<file path="src/rtl/timer_arbiter.sv">
// ---------------------------------------------------------------------------
// timer_arbiter
//
// Shares one minute-scaled delay timer among N_REQ requesters. It grants the
// single tick/minute counter round-robin and pulses the owner's done once the
// latched number of design-minutes has elapsed.
//
// Ports
//   clk       in   system clock, rising edge
//   reset     in   asynchronous, active-low reset
//   req       in   [N_REQ]        level request per requester
//   dur       in   [N_REQ*DUR_W]  requested minutes, requester i at [i*DUR_W +: DUR_W]
//   abort     in   cancels the running timing without a done pulse
//   grant     out  [N_REQ]        one-hot owner indication while timing
//   done      out  [N_REQ]        one-cycle pulse to the owner on completion
//   busy      out  high while the timer is owned (RUN or DONE)
//   min_left  out  [DUR_W]        minutes remaining, 0 when idle
// ---------------------------------------------------------------------------
module timer_arbiter #(
  parameter int N_REQ         = 4,
  parameter int DUR_W         = 4,
  parameter int CLOCK         = 25000000,
  parameter int TICKS_PER_MIN = CLOCK / 2
) (
  input  logic                   clk,
  input  logic                   reset,
  input  logic [N_REQ-1:0]       req,
  input  logic [N_REQ*DUR_W-1:0] dur,
  input  logic                   abort,
  output logic [N_REQ-1:0]       grant,
  output logic [N_REQ-1:0]       done,
  output logic                   busy,
  output logic [DUR_W-1:0]       min_left
);

  localparam int IDX_W  = $clog2(N_REQ);
  localparam int TICK_W = (TICKS_PER_MIN > 1) ? $clog2(TICKS_PER_MIN) : 1;
  localparam logic [TICK_W-1:0] TICK_LAST = TICK_W'(TICKS_PER_MIN - 1);

  typedef enum logic [1:0] {
    IDLE = 2'd0,
    RUN  = 2'd1,
    DONE = 2'd2
  } state_t;

  state_t             state, state_next;
  logic [IDX_W-1:0]   owner, owner_next;
  logic [IDX_W-1:0]   ptr, ptr_next;
  logic [DUR_W-1:0]   min_q, min_next;
  logic [TICK_W-1:0]  tick_cnt, tick_next;

  // Round-robin winner search, starting one past the last served requester.
  logic               win_found;
  logic [IDX_W-1:0]   win_idx;
  logic [IDX_W-1:0]   cand;
  logic [DUR_W-1:0]   win_dur;

  always_comb begin
    // NOTE: every variable gets a default before any branch, so no latch is inferred.
    win_found = 1'b0;
    win_idx   = '0;
    cand      = '0;
    for (int k = 1; k <= N_REQ; k++) begin
      cand = IDX_W'((int'(ptr) + k) % N_REQ);
      if (!win_found && req[cand]) begin
        win_found = 1'b1;
        win_idx   = cand;
      end
    end
  end

  always_comb begin
    win_dur = '0;
    for (int i = 0; i < N_REQ; i++) begin
      if (win_idx == IDX_W'(i)) win_dur = dur[i*DUR_W +: DUR_W];
    end
  end

  // Next-state logic.
  always_comb begin
    state_next = state;
    owner_next = owner;
    ptr_next   = ptr;
    min_next   = min_q;
    tick_next  = tick_cnt;
    case (state)
      IDLE: begin
        if (win_found) begin
          owner_next = win_idx;
          // A zero duration still costs one minute so every grant ends in done.
          min_next   = (win_dur == '0) ? DUR_W'(1) : win_dur;
          tick_next  = '0;
          state_next = RUN;
        end
      end
      RUN: begin
        // abort outranks the minute expiry in the same cycle.
        if (abort) begin
          state_next = IDLE;
          min_next   = '0;
          tick_next  = '0;
          ptr_next   = owner;
        end else if (tick_cnt == TICK_LAST) begin
          tick_next = '0;
          min_next  = min_q - DUR_W'(1);
          if (min_q == DUR_W'(1)) state_next = DONE;
        end else begin
          tick_next = tick_cnt + TICK_W'(1);
        end
      end
      DONE: begin
        ptr_next   = owner;
        state_next = IDLE;
      end
      default: state_next = IDLE;
    endcase
  end

  // NOTE: asynchronous reset clears every state register so outputs drop at once.
  always_ff @(posedge clk or negedge reset) begin
    if (!reset) begin
      state    <= IDLE;
      owner    <= '0;
      ptr      <= IDX_W'(N_REQ - 1);
      min_q    <= '0;
      tick_cnt <= '0;
    end else begin
      // NOTE: non-blocking assignments keep all registers updating from the same pre-edge values.
      state    <= state_next;
      owner    <= owner_next;
      ptr      <= ptr_next;
      min_q    <= min_next;
      tick_cnt <= tick_next;
    end
  end

  // Outputs decoded from registered state only.
  always_comb begin
    grant = '0;
    done  = '0;
    for (int i = 0; i < N_REQ; i++) begin
      grant[i] = (state == RUN)  && (owner == IDX_W'(i));
      done[i]  = (state == DONE) && (owner == IDX_W'(i));
    end
  end

  assign busy     = (state != IDLE);
  assign min_left = min_q;

endmodule
</file>
<file path="config.mk">
export PLATFORM = sky130hd
export DESIGN_NAME = timer_arbiter
export DESIGN_NICKNAME = d
export VERILOG_FILES = /design/src/rtl/timer_arbiter.sv
export SDC_FILE = /design/constraint.sdc
export NUM_CORES = 1
export LEC_CHECK = 0
export ABC_CLOCK_PERIOD_IN_PS = 3900
export BUFFER_PORTS_ARGS = -buffer_cell sky130_fd_sc_hd__buf_4
export CAP_MARGIN = 25
export CORE_MARGIN = 2
export CORE_UTILIZATION = 50
export DETAILED_ROUTE_END_ITERATION = 6
export GPL_TIMING_DRIVEN = 0
export PLACE_DENSITY = 0.73
export SYNTH_ARGS = -nofsm -noshare
export SYNTH_HDL_FRONTEND = slang
export SYNTH_SLANG_ARGS = --single-unit
</file>
<file path="constraint.sdc">
create_clock -name clk -period 3.9 [get_ports clk]
set_clock_uncertainty 0.15 [all_clocks]
set_input_delay 0.585 -clock clk [delete_from_list [all_inputs] [get_ports clk]]
set_output_delay 0.585 -clock clk [all_outputs]
set_load 0.01 [all_outputs]
</file>
# Yosys cells after proc, flatten, opt, wreduce, memory -nomap -nowiden
# Index checks and enable logic that the tools add are counted.
[totals]
regBits = 34
inputBits = 23
output_inout_bits = 13
elab_cells = 91
[classes]
add_sub_neg = 6
n_lt_le_gt_ge = 4
n_eq_ne = 14
mux = 36
n_reduce_logical = 26
[op_table]
columns = ["operator", "count"]
rows = [
  ["2-to-1 mux 24 bit", 3],
  ["one-hot mux 24 bit (2 select lines)", 1],
  ["2-to-1 mux 4 bit", 8],
  ["adder 24 x 1 -> 24 bit, second input constant", 1],
  ["equality test 24 bit, second input constant", 1],
  ["2-to-1 mux 2 bit", 9],
  ["less-than comparator 2 x 3 -> 1 bit, second input constant", 4],
  ["logical AND 1 bit", 11],
  ["equality test 2 bit, second input constant", 5],
  ["binary-select mux 1 bit (select 2 bit)", 4],
  ["2-to-1 mux 1 bit", 8],
  ["one-hot mux 2 bit (2 select lines)", 2],
  ["one-hot mux 4 bit (2 select lines)", 1],
  ["equality test 2 x 1 -> 1 bit, second input constant", 3],
  ["logical NOT 2 bit", 3],
  ["inequality test 3 bit, second input constant", 2],
  ["AND reduction 2 bit", 3],
  ["AND reduction 3 bit", 2],
  ["nonzero test 2 bit", 3],
  ["adder 2 x 1 -> 2 bit, second input constant", 2],
  ["adder 2 bit, second input constant", 2],
  ["equality test 4 x 1 -> 1 bit, second input constant", 1],
  ["logical NOT 4 bit", 1],
  ["inequality test 2 bit, second input constant", 2],
  ["2 further kinds", 4],
]

# Longest topological paths before layout
# Gate-level depths: netlist of the first run.
[logic_depth]
word_depth = 22
mapped_depth = 10
mapped_depth_nobuf = 7

# Least setup slack after synthesis of the first run
# Ideal clock, no wire load.
[synth_path]
path_kind = "reg2reg"
startpoint = "register tick_cnt[14]"
endpoint = "register min_q[2], in the netlist min_left[2]"
setup_ns = 0.086
t_arrival_ns = 1.921
t_required_ns = 3.664
setup_slack_ns = 1.744
path_stages_with_launch = 8
n_path_buf = 1
period_less_slack_ns = 2.156
cell_sequence = "dfrtp_1 -> or4b_1 -> nor3b_2 -> a41o_1 -> buf_6 -> nand3_2 -> mux2_2 -> o221ai_2"
[synth_via]
elab_chain_len = 3
[synth_lines]
columns = ["element", "line", "text"]
rows = [
  ["from (decl)", "50", "logic [TICK_W-1:0] tick_cnt, tick_next;"],
  ["from (signal assigned)", "133", "tick_cnt <= tick_next;"],
  ["equality test 24 bit", "103", "end else if (tick_cnt == TICK_LAST) begin"],
  ["inequality test 3 bit (no source line)", "--", ""],
  ["AND reduction 3 bit (no source line)", "--", ""],
  ["to (signal assigned)", "132", "min_q <= min_next;"],
  ["to (decl)", "49", "logic [DUR_W-1:0] min_q, min_next;"],
]
# No other way between the ends.
# A chain may end at the register's enable or synchronous reset.

# Worst setup path after layout of the first run
[layout_path]
startpoint = "register tick_cnt[14]"
endpoint = "register min_q[0], in the netlist min_left[0]"
# Same word-level chain as after synthesis.

==> results of run 1 <==
==> synthesized netlist by cell type (3+ instances only) <==
| library cell | count |
|---|---|
| and2_1 | 3 |
| nor2_1 | 16 |
| mux2i_1 | 8 |
| inv_1 | 6 |
| and2b_1 | 4 |
| a21oi_1 | 9 |
| buf_6 | 3 |
| a31oi_1 | 4 |
| o31ai_1 | 8 |
| xor2_1 | 3 |
| nand3_1 | 10 |
| clkbuf_1 | 3 |
| nor2b_1 | 3 |
| nor3_1 | 9 |
| o21ai_0 | 27 |
| nor4_1 | 3 |
| buf_2 | 3 |
| nand2b_1 | 15 |
| ha_1 | 3 |
| mux2_2 | 7 |
| dfrtp_1 | 32 |
| and3_1 | 3 |
| nand2_1 | 25 |
| nand4_1 | 4 |
==> kinds of logic after synthesis <==
logic type	after synthesis	share of synthesized area, %
buf+inv	15	3.912
fa+ha+maj	3	1.778
compound gates	61	17.96
mux	16	8.595
simple gates	103	25.67
xor+xnor	4	1.660
flops	34	40.43
==> power by group <==
group | leakage, uW | total, uW | switching [uW] | internal, uW
Sequential | 0.000453 | 490 | 74.9 | 415
Clock | 0.0000714 | 406 | 133 | 273
Combinational | 0.000594 | 534 | 260 | 274
Total | 0.00112 | 1430 | 468 | 961
==> cell type report <==
| class | count | area (um2) |
|---|---|---|
| Buffer | 9 | 60.06 |
| Clock buffer | 6 | 82.58 |
| Clock inverter | 2 | 60.06 |
| Fill cell | 360 | 1450 |
| Inverter | 6 | 22.52 |
| Multi-Input combinational cell | 187 | 1175 |
| Sequential cell | 34 | 853.3 |
| Tap cell | 50 | 62.56 |
| Timing Repair Buffer | 35 | 262.8 |
==> sequential cells by signal, summed over array words and instances, names as in the netlist <==
signal and flops:
min_left 4, owner 2, ptr 2, state 2, tick_cnt 24
==> worst register-to-register path: cells and delay by family, from the launching register on <==
kind            cells  cell delay [ns]
compound gates      4             0.54
buf+inv             2             0.37
simple gates        2             0.77
flops               1             0.43
==> metrics by stage <==
| stage | power, uW | hold WS [ns] |
|---|---|---|
| after detailed placement | 1036 | 0.3136 |
| after global routing | 1523 | 0.1152 |
| after CTS | 1444 | 0.09822 |
| after floorplan | 856.5 | 0.1394 |
| after global placement | 1024 | 0.3190 |
| final | 1430 | 0.07518 |
==> worst max path at each step <==
stage	start	to	slack (ns)
final	tick_cnt[14]	min_left[0]	1.52
after global routing	tick_cnt[14]	tick_cnt[20]	1.35
after CTS	tick_cnt[14]	min_left[0]	1.51
after detailed placement	req[1]	min_left[0]	1.45
after global placement	req[1]	min_left[0]	1.48
after floorplan	tick_cnt[14]	min_left[2]	1.74
==> per-layer routing <==
metal	global-route usage (%)	vias to the layer above	wire [um]
met5	0	-	0
met4	5.882	0	48
met3	5.844	6	198
met2	33.89	23	2289
met1	31.04	918	2240
li1	-	941	-
==> results.ini, run 1 <==
[detailed_routing]
drc=0
ant_nets=0
wirelength_mm=4.777
drt-initial-drc-count=125
route.vias.total=1888
avgRoutedWirePerCell_um=14.52
vias_per_cell=5.739
first_pass_iters=4

[logic_synthesis]
avgSynthCellArea_um2=8.944
synth_top_area_share_pct=37.94
synth_edf_count=0
synth_ff_type=dfrtp_1
synthTopCellsByArea=dfrtp_1, o21ai_0, nand2_1
synth_nets=262
ys_seq_elements=34
seq_area_frac_synth_pct=40.43
synth_top_area_cell=dfrtp_1
yosysWarnings=0
syn_inst=236
async_reset_ff_share_pct=100.0
synth_cell_type_count=43
netlist_area_um2=2111

[global_routing]
grt_pass1_wl_mm=7.638
grt_pass1_vias=1623
antenna_found_initial=0
grt_max_degree=35
grtUsageTotal_pct=22.14
grt_overflow_total=0

[clock_tree]
cts_sinks=34
cts_tree=built
postCtsSetupRepairBufs=0
cts_resized=0
path_clk_slew_ns=0.07
clock_path_buffers=2
cts_root_buffer=clkbuf_8
clk_latency_ns=0.30
hold_buffers=0
htree_num_levels=2
cts_made_buffers=5

[setup_path]
r2r-start=tick_cnt[14]
r2r_end=min_left[0]
cp_cell_sequence=or4b_1 > nor3b_2 > a41o_1 > buf_6 > buf_2 > a21oi_1 > a21oi_1 > o21ai_0
critPathSlowestCell=or4b_1
path_depth=8
r2r_slack_ns=1.52
worstRegToRegCells=8
critPathTopFamily=simple AND/OR/NAND/NOR gates
critPathMaxStageDelay_ns=0.55
cp.required_ns=3.92
worstPathMaxFanout=10
cp_num_buf_inv=2
arrival_ns=2.40
crit_type=reg -> reg
crit_path_end_kind=flop
path_common_cell=a21oi_1
worst_setup_path_start_kind=flop

[placement]
pre_cts_ws_ns=1.446
hpwl_mm=3.507
dpl.cell_count=321
place_congestion=0.8033
placed_area_um2=2436
port_buffers=35

[die]
initial_utilization_pct=52.39
die_h_um=68.98
num_rows=23
dieArea_um2=4758
die_w_um=68.98
core_area_um2=4029
io-pin-count=36

[run_status]
outcome=finished, final reports clean

[timing]
relSlewSlack_pct=45.35
timing.final.ws_setup_ns=1.523
tns_ns=0
rsz0062_at_grt=no
fmax_mhz=420.7
setup_viol=0
hold_violations=0
period_minus_slack_ns=2.377
min_period_over_period_pct=60.95
tightest_slew_ns=0.8123
slew_violations=0

[final_layout]
num_antenna_cells=0
syn_to_final_growth_pct=22.17
layout_common_cells=buf_4, dfrtp_1, o21ai_0
fin_cells=329
stdcell_area_um2=2579
drive_gt1_share_pct=22.94
nNetsFinal=304
layout_commonest_cell=buf_4
fin_util_pct=64.01

[power]
ir_drop_uv=317.7
total_leakage_power_uw=0.001118
power.density_nw_per_um2=554.4

[hold_path]
hold_path.class=in -> async

[job]
cap_violations=0

(Power assumes the default switching activity.)
==> inputs of run 2 (changes only) <==
--- a/config.mk
+++ b/config.mk
@@ -5,7 +5,7 @@
 export SDC_FILE = /design/constraint.sdc
 export NUM_CORES = 1
 export LEC_CHECK = 0
-export ABC_CLOCK_PERIOD_IN_PS = 3900
+export ABC_CLOCK_PERIOD_IN_PS = 2400
 export BUFFER_PORTS_ARGS = -buffer_cell sky130_fd_sc_hd__buf_4
 export CAP_MARGIN = 25
 export CORE_MARGIN = 2
==> constraint.sdc (replaced) <==
create_clock -name clk -period 2.4 [get_ports clk]
set_clock_uncertainty 0.15 [all_clocks]
set_input_delay 0.36 -clock clk [delete_from_list [all_inputs] [get_ports clk]]
set_output_delay 0.36 -clock clk [all_outputs]
set_load 0.01 [all_outputs]
==> run 2 against run 1 <==
First-iteration DRC count fell by 7.2%. Cell count increased by 1.2%. Flip-flop and latch count is the same. Critical path depth stayed put. Sequential power up 63%. Global-route usage is 0.069 points higher. Sequential share of layout area down 0.84 points. Power up 66%. Core utilization up 1.8 points. Die area unchanged. Largest cell class unchanged.
==> results.ini, run 2 (synthesis results as in run 1) <==
[final_layout]
seqCellArea_um2=854.6
num_antenna_cells=0
top_register=tick_cnt
nFillCells=350
drive_gt1_share_pct=26.15
fin_util_pct=65.78
layout_common_cells=buf_4, dfrtp_1, o21ai_0
stdcell_area_um2=2650
largest_reg_flops=24
fin_cells=333
syn_to_final_growth_pct=25.55
nNetsFinal=308
multi_input_area_um2=1209
layout_commonest_cell=buf_4

[clock_tree]
clock_path_buffers=2
path_clk_slew_ns=0.07
cts_made_buffers=5
cts_root_buffer=clkbuf_8
htree_num_levels=2
clk_latency_ns=0.29
cts_sinks=34
cts_tree=built

[die]
num_rows=23
dieArea_um2=4758
io-pin-count=36
initial_utilization_pct=52.39
die_h_um=68.98
die_w_um=68.98
core_area_um2=4029

[placement]
dpl.cell_count=321
place_congestion=0.8033
port_buffers=35
pre_cts_ws_ns=0.02758
placed_area_um2=2436
hpwl_mm=3.507

[setup_path]
crit_type=reg -> reg
crit_path_end_kind=flop
worst_setup_path_start_kind=flop
r2r_slack_ns=0.11
arrival_ns=2.31
r2r-start=tick_cnt[14]
worstRegToRegCells=8
r2r_end=min_left[1]
worstPathMaxFanout=10
cp.required_ns=2.43

[timing]
tightest_slew_ns=0.6076
relSlewSlack_pct=59.49
period_minus_slack_ns=2.287
min_period_over_period_pct=95.30
timing.final.ws_setup_ns=0.1129
setup_viol=0
fmax_mhz=437.2
hold_violations=0
slew_violations=0

[detailed_routing]
wirelength_mm=4.924
vias_per_cell=5.721
avgRoutedWirePerCell_um=14.79
drt-initial-drc-count=116
first_pass_iters=4
route.vias.total=1905
drc=0
ant_nets=0

[global_routing]
busiest_layer=met2
grt_pass1_wl_mm=7.665
grtUsageMet2_pct=34.13
grtUsageTotal_pct=22.21
antenna_found_initial=0
grt_max_degree=35
met3_usage_pct=5.844
grt_pass1_vias=1635
grt_use_met1_pct=31.04
grt_overflow_total=0

[hold_path]
hp-start=abort
hold_path.class=in -> reg
min_to=min_left[1]
hold_path_depth=4

[job]
cap_violations=0

[power]
power.density_nw_per_um2=893.6
total_leakage_power_uw=0.001146
ir_drop_uv=522.4

[run_status]
outcome=finished, final reports clean

-- run 2: cell type report --
cell class,count,area share (%)
well taps,50,2.361
repair buffers,39,11.14
plain buffers,9,2.408
clock buffers,6,3.116
flip-flops and latches,34,32.25
inverters,6,0.8499
clock inverters,2,2.266
multi-input cells,187,45.61
-- run 2: metal layers --
layer,wire [um],vias to the layer above
met2,2392,27
met1,2312,924
met3,170,6
met4,48,0
li1,-,948
met5,0,-
-- run 2: worst max-delay path by stage --
stage	start	end	slack [ns]
final	tick_cnt[14]	min_left[1]	0.11
after CTS	tick_cnt[14]	min_left[0]	0.01
after global placement	tick_cnt[14]	min_left[0]	0.05
after detailed placement	tick_cnt[14]	min_left[0]	0.03
after global routing	tick_cnt[14]	min_left[1]	-0.01
after floorplan	tick_cnt[14]	min_left[2]	0.24
-- run 2: repair_timing --
action	CTS	global route
setup buffers	0	3
hold buffers	1	0
hold endpoints to repair	32	0
gates resized for setup	0	11
endpoints found under the setup margin	0	15
-- run 2: report_power, final --
part,switching [uW],internal [uW],total [uW]
Sequential,124,675,799
Clock,216,443,659
Combinational,448,462,911
-- run 2: stage by stage --
| stage | setup TNS [ns] | power [uW] | hold slack [ns] |
|---|---|---|---|
| floorplan | 0 | 1392 | -0.08559 |
| global placement | 0 | 1665 | 0.1884 |
| detailed placement | 0 | 1684 | 0.1906 |
| CTS | 0 | 2347 | 0.3302 |
| global route | -0.01499 | 2516 | 0.3250 |
| finish | 0 | 2368 | 0.3068 |
-- run 2: critical path, stage by stage, from the launching register on --
cell      delay [ns]
dfrtp_1         0.41
or4b_1          0.54
nor3b_2         0.20
a41o_1          0.22
buf_6           0.15
buf_6           0.14
nand2_2         0.08
a211oi_2        0.22
a21oi_1         0.06
